**src/rtl/program_counter_if.sv**
```systemverilog
// Fetch-side bus between the program counter and the redirect/fetch logic.
// The pc_misaligned signal exists only when PC_ALIGN_CHECK_EN is defined.
interface program_counter_if #(
    parameter int WIDTH = 32
);
    logic [WIDTH-1:0] present_val;
    logic             load_en;
    logic [WIDTH-1:0] pc_out;
`ifdef PC_ALIGN_CHECK_EN
    logic             pc_misaligned;
`endif

    // The datapath that issues redirects and consumes the PC.
    modport master (
        output present_val,
        output load_en,
`ifdef PC_ALIGN_CHECK_EN
        input  pc_misaligned,
`endif
        input  pc_out
    );

    // The PC register itself.
    modport slave (
        input  present_val,
        input  load_en,
`ifdef PC_ALIGN_CHECK_EN
        output pc_misaligned,
`endif
        output pc_out
    );
endinterface

```
**src/rtl/program_counter.sv**
```systemverilog
// Instruction address register: loads a redirect target or steps by INCREMENT each edge.
// Optional macro PC_ALIGN_CHECK_EN forces loaded targets word-aligned and flags misaligned loads.
module program_counter #(
    parameter int               WIDTH        = 32,
    parameter logic [WIDTH-1:0] RESET_VECTOR = 32'h0000_0000,
    parameter int               INCREMENT    = 4
) (
    input logic                clk,
    input logic                reset_n,
    program_counter_if.slave   pc_bus
);
    localparam logic [WIDTH-1:0] STEP = WIDTH'(INCREMENT);

    logic [WIDTH-1:0] pc_q;
    logic [WIDTH-1:0] load_target;

`ifdef PC_ALIGN_CHECK_EN
    logic misaligned_q;

    assign load_target = {pc_bus.present_val[WIDTH-1:2], 2'b00};

    always_ff @(posedge clk) begin
        if (reset_n) begin
            misaligned_q <= 1'b0;
        end else begin
            misaligned_q <= pc_bus.load_en && (pc_bus.present_val[1:0] != 2'b00);
        end
    end

    assign pc_bus.pc_misaligned = misaligned_q;
`else
    assign load_target = pc_bus.present_val;
`endif

    // reset_n is active-high despite its name; reset outranks a same-cycle load.
    always_ff @(posedge clk) begin
        if (reset_n) begin
            pc_q <= RESET_VECTOR;
        end else if (pc_bus.load_en) begin
            pc_q <= load_target;
        end else begin
            pc_q <= pc_q + STEP;
        end
    end

    assign pc_bus.pc_out = pc_q;
endmodule

```
**src/flat_wrapper.sv**
```systemverilog
// flat-port wrapper written by rule: the top's interface ports become plain ports
module program_counter_flat 
#(
    parameter int               WIDTH        = 32,
    parameter logic [WIDTH-1:0] RESET_VECTOR = 32'h0000_0000,
    parameter int               INCREMENT    = 4
)
  (clk, reset_n, pc_bus_present_val, pc_bus_load_en, pc_bus_pc_out);
  program_counter_if #(.WIDTH(WIDTH)) pc_bus_i ();
  input logic clk;
  input logic reset_n;
  input wire logic [$bits(pc_bus_i.present_val)-1:0] pc_bus_present_val;
  input wire logic [$bits(pc_bus_i.load_en)-1:0] pc_bus_load_en;
  output wire logic [$bits(pc_bus_i.pc_out)-1:0] pc_bus_pc_out;
  assign pc_bus_i.present_val = pc_bus_present_val;
  assign pc_bus_i.load_en = pc_bus_load_en;
  assign pc_bus_pc_out = pc_bus_i.pc_out;
  program_counter #(.WIDTH(WIDTH), .RESET_VECTOR(RESET_VECTOR), .INCREMENT(INCREMENT)) u_core (.clk(clk), .reset_n(reset_n), .pc_bus(pc_bus_i));
endmodule
```
**config.mk**
```make
export PLATFORM = sky130hd
export DESIGN_NAME = program_counter_flat
export DESIGN_NICKNAME = d
export VERILOG_FILES = /design/src/rtl/program_counter_if.sv /design/src/rtl/program_counter.sv /design/src/flat_wrapper.sv
export SDC_FILE = /design/constraint.sdc
export NUM_CORES = 1
export LEC_CHECK = 0
export CAP_MARGIN = 20
export CORE_MARGIN = 3
export CORE_UTILIZATION = 44
export DETAILED_ROUTE_END_ITERATION = 12
export PLACE_DENSITY = 0.8
export RECOVER_POWER = 100
export SETUP_SLACK_MARGIN = 0.3
export SLEW_MARGIN = 20
export SYNTH_ARGS = -nofsm -noshare
export SYNTH_HDL_FRONTEND = slang
export SYNTH_SLANG_ARGS = --single-unit
```
**constraint.sdc**
```tcl
create_clock -name clk -period 2.6 [get_ports clk]
set_input_delay 0.26 -clock clk [delete_from_list [all_inputs] [get_ports clk]]
set_output_delay 0.26 -clock clk [all_outputs]
set_load 0.05 [all_outputs]
```
### After elaboration in Yosys (flattened, before gate mapping)

Index checks and enable logic that the tools add are counted.

* register bits: 32
* output and inout bits: 32

* $add $sub $neg: 1
* multiplexer cells: 1

Operators with widths (count)
* adder 32 x 3 -> 32 bit, second input constant: 1
* 2-to-1 mux 32 bit: 1

### Depth between registers and ports, before layout

* depth in word-level cells: 2
* depth in mapped cells: 6

### Worst setup path before layout

No wires, ideal clock.

* path type: reg2reg
* start point: register u_core.pc_q[2], in the netlist u_core.pc_bus.pc_out[2]
* end point: register u_core.pc_q[20], in the netlist u_core.pc_bus.pc_out[20]
* setup time: 0.091 ns
* arrival time: 2.242 ns
* slack: 0.267 ns
* cell stages (with the launch flop): 7
* path buffers: 1
* clock period less this slack: 2.333 ns
* path through: dfxtp_1 ha_1 nand2_1 or4_4 buf_6 or3_1 a311oi_1

* word-level cells in the longest chain between the ends: 2

RTL lines
* start, declared: RTL line program_counter.sv:14 `logic [WIDTH-1:0] pc_q;`
* start signal, assigned: RTL line program_counter.sv:40 `pc_q <= load_target;`
* start signal, assigned: RTL line program_counter.sv:42 `pc_q <= pc_q + STEP;`
* adder 32 x 3 -> 32 bit: RTL line program_counter.sv:42
* 2-to-1 mux 32 bit: RTL line program_counter.sv:39 `end else if (pc_bus.load_en) begin`

No other way between the ends.
A chain may end at the register's enable or synchronous reset.

### Worst setup path in the final report

* start point: register u_core.pc_q[7], in the netlist u_core.pc_bus.pc_out[7]
* end point: register u_core.pc_q[25], in the netlist u_core.pc_bus.pc_out[25]

Same word-level chain as after synthesis.

==> results.md <==
- The global routing usage summed across all routing layers is 19.1%.
- In the final timing run, aggregate negative setup slack is 0 ns.
- Setup violations remaining at the end of the flow were counted as 0.
- The aggregate global routing overflow is 0.
- The routed design uses 334 um of met3 wire.
- Ranked by instance count, the synthesized netlist is headed by 32 x sky130_fd_sc_hd__dfxtp_1, 27 x sky130_fd_sc_hd__nor2_1, 15 x sky130_fd_sc_hd__a311oi_1, 15 x sky130_fd_sc_hd__nand2_1, 10 x sky130_fd_sc_hd__o21ai_0.
- Along the worst hold path, the cell count comes to 2.
- The number of input and output port buffers inserted is 66.
- The final setup skew is 0.00400 ns.
- The ratio of cells with drive above 1 in the final layout is 6.45%.
- At the pin with the least slew margin, the transition time is 0.641 ns.
- When the netlist entered floorplanning its net count stood at 249.
- The async set-or-reset flop fraction in the synthesized netlist is 0%.
- The placed wire-length estimate is 3.36 mm.
- The most frequent cell after synthesis is sky130_fd_sc_hd__dfxtp_1.
- The maximum root-to-sink buffer count is 2.
- The number of pins exceeding their max-slew limit in the final report is 0.
- The area share of the largest cell type after synthesis is 36.6%.
- Relative to the synthesized area, the layout overhead comes to 44.7%.
- The buffers plus inverters on the worst setup path is 0.
- The maximum vdd ir drop is 0.317 mV.
- The share of the clock period used by the worst path after layout is 85.7%.
- Measured against its own limit, the worst slew margin works out to 57.3%.
- The run finished with clean final reports.
- The via count of the first global-routing pass is 1613.
- The number of enable-type register cells in the synthesized netlist is 0.
- The clock insertion delay at the later pin of the skew report is 0.28 ns.
- The antenna cell count is 0.
- The part of the Yosys area used for sequential elements is 36.6%.
- The required arrival time at the worst endpoint is 2.78 ns.
- During I/O placement, the number of pins put on the boundary was 67.
- For this run, the leading register cell type out of synthesis is sky130_fd_sc_hd__dfxtp_1.
- In the post-route analysis, the smallest setup slack over all paths is 0.371 ns.
- The post-detailed-route wirelength per cell is 14.0 um.
- The share of the core filled with cells is 67.7%.
- The number of instances resized during post-cts repair is 0.
- Data on the critical path arrives at its endpoint at 2.41 ns.
- The aggregate routed wire length is 4.59 mm.
- The weighted congestion reported at the end of routability-driven placement is 0.795.
- The largest net degree at the start of global routing is 36.
- The first-pass iteration count of the detailed router is 4.
- The most numerous cell type found on the critical path is sky130_fd_sc_hd__or4_1.
- The detailed router placed 1848 vias in this run.
- The final total power is 1.29 mW.
- Setup repair after global routing left no endpoint under its margin.
- The number of instances in the synthesized netlist is 213.
- The longest individual stage delay on the worst path is 0.70 ns.
- Buffers added to address setup during post-CTS repair amount to 0.
- The placement row count is 22.
- The number of clock buffers added by TritonCTS is 5.
- After clock tree synthesis, the clock-pin slew on the worst setup and hold paths is 0.07 ns.
- In this run, post-CTS hold repair placed 0 buffers.
- For this design, the slowest cell found on the critical path is sky130_fd_sc_hd__or4_1.
- In this run, synthesis produced a sequential element count of 32.
- The clock period could shrink to 2.23 ns.
- The total area inside the core boundary comes to 3740 um^2.
- The tool flagged a number of max-cap violations equal to 0.
- The post-synthesis instance area is 1750 um^2.
- The TritonCTS clock tree is built.
- The ratio of total power to cell area is 508 nW/um^2.
- By area the synthesized netlist is led by sky130_fd_sc_hd__dfxtp_1 37%, sky130_fd_sc_hd__a311oi_1 7.5%, sky130_fd_sc_hd__nor2_1 5.8%, sky130_fd_sc_hd__nand2_1 3.2%, sky130_fd_sc_hd__a211oi_1 3.0%.
- The worst setup path is launched from a flop.
- Once the floorplan was initialized, standard cells occupied 46.8% of the core.
- The wire length of the first global-routing pass is 7.48 mm.
- The initial antenna violation count is 0.
- CTS built an H-tree with a depth of 2.
- In the final routing, the length of wire on met1 measures 2.08 mm.
- The root buffer cell chosen for the clock tree is sky130_fd_sc_hd__clkbuf_8.
- Summing all placed instances gives a cell area of 2460 um^2.
- The endpoint kind of the worst setup timing path is a flop.
- The vias per cell is 5.65.
- After the last flow step, the layout net total stands at 314.
- The type of the tightest min-delay check is flop to flop.
- The design area is 2530 um^2.
- Measured along the x axis, the die boundary spans 69.1 um.
- Of all cell types, the one taking the most synthesized area is sky130_fd_sc_hd__dfxtp_1.
- Counting every sink on the clock net gives 32.
- The cell family contributing the most delay on the critical path is simple AND/OR/NAND/NOR gates.
- Counting the fill cells in the layout gives 345.
- The maximum operating frequency is 0.449 GHz.
- For this run, design rule violations remaining after detail routing come to 0.
- The routed design uses 2.15 mm of met2 wire.
- The average size of a mapped cell is 8.22 um^2.
- The critical path runs through a total of 4 cells.
- Timing analysis after detailed placement gives a worst setup slack of 0.514 ns.
- The area of the die is 4770 um^2.
- The number of distinct library cells after synthesis is 38.
- The detail route stage leaves a number of antenna-violating nets equal to 0.
- The top routing layer in use is met4.
- The worst setup path is of the flop to flop kind.
- During synthesis, Yosys emitted a total of 0 warnings.
- Traced cell by cell, the critical path runs through nand4_4 > or4_1 > or4_1 > a311oi_1.
- The static leakage is 0.920 nW.
- Along the worst path, the maximum fanout reaches 13.
- The total count of hold-check failures in the final report came to 0.
- From bottom edge to top edge, the die measures 69.1 um.
- The flip-flop count of the largest register, all copies and words added is 32.
- The worst register-to-register path has a depth of 4.
- The number of DRC markers in iteration 0 is 114.
worst register-to-register path: stages, from the launching register on:
cell	delay, ns
sky130_fd_sc_hd__dfxtp_1	0.43
sky130_fd_sc_hd__nand4_4	0.18
sky130_fd_sc_hd__or4_1	0.70
sky130_fd_sc_hd__or4_1	0.52
sky130_fd_sc_hd__a311oi_1	0.29
stage by stage:
stage | std cells | hold WS (ns)
2_1_floorplan | 213 | 0.397
3_3_place_gp | 319 | 0.479
3_5_place_dp | 319 | 0.486
4_1_cts | 327 | 0.502
5_1_grt | 327 | 0.528
6_report | 327 | 0.489
metal layers:
| metal | global-route usage, % | up-vias |
|---|---|---|
| met5 | 0 | - |
| met4 | 5.21 | 0 |
| met3 | 7.29 | 4 |
| met2 | 31.1 | 61 |
| met1 | 23.6 | 840 |
| li1 | - | 943 |
power breakdown:
part	internal (mW)	switching, mW	total [mW]	leakage (nW)
clock	0.216	0.179	0.395	0.0455
sequential	0.526	0.0434	0.570	0.267
combinational	0.128	0.195	0.323	0.607
cells in the final DEF, fill, tap and decap left out, types with 8 or more instances in the layout:
cell type                         instances
sky130_fd_sc_hd__inv_1                    9
sky130_fd_sc_hd__nand2_1                 15
sky130_fd_sc_hd__dlygate4sd3_1           33
sky130_fd_sc_hd__or4_1                    9
sky130_fd_sc_hd__a311oi_1                15
sky130_fd_sc_hd__o21ai_0                 10
sky130_fd_sc_hd__nand3_1                  9
sky130_fd_sc_hd__nor3_1                   8
sky130_fd_sc_hd__or3_1                    8
sky130_fd_sc_hd__clkdlybuf4s50_1         33
sky130_fd_sc_hd__dfxtp_1                 27
sky130_fd_sc_hd__nor2_1                  27
final timing paths:
check	from	slack, ns	endpoint
worst max-delay path	u_core.pc_bus.pc_out[7]	0.37	u_core.pc_bus.pc_out[25]
worst min register to register	u_core.pc_bus.pc_out[1]	0.49	u_core.pc_bus.pc_out[1]
worst min-delay path	u_core.pc_bus.pc_out[1]	0.49	u_core.pc_bus.pc_out[1]
worst max register to register	u_core.pc_bus.pc_out[7]	0.37	u_core.pc_bus.pc_out[25]
layout make-up:
cell class	count	area, um^2	share of cell area, %
Clock buffer	8	90.1	3.55
Inverter	9	33.8	1.33
Multi-Input combinational cell	159	1010	39.9
Sequential cell	32	647	25.5
Tap cell	48	60.1	2.37
Timing Repair Buffer	71	692	27.3
logic make-up after synthesis:
logic type / synth area share [%]
XOR/XNOR: 4.00
AND/OR/NAND/NOR: 29.2
buffers and inverters: 5.21
adder cells (fa/ha/maj): 0.714
AO/OA/AOI/OAI: 22.6
flip-flops: 36.6
multiplexers: 1.71
Note: power is estimated with default switching activity, not from simulation.
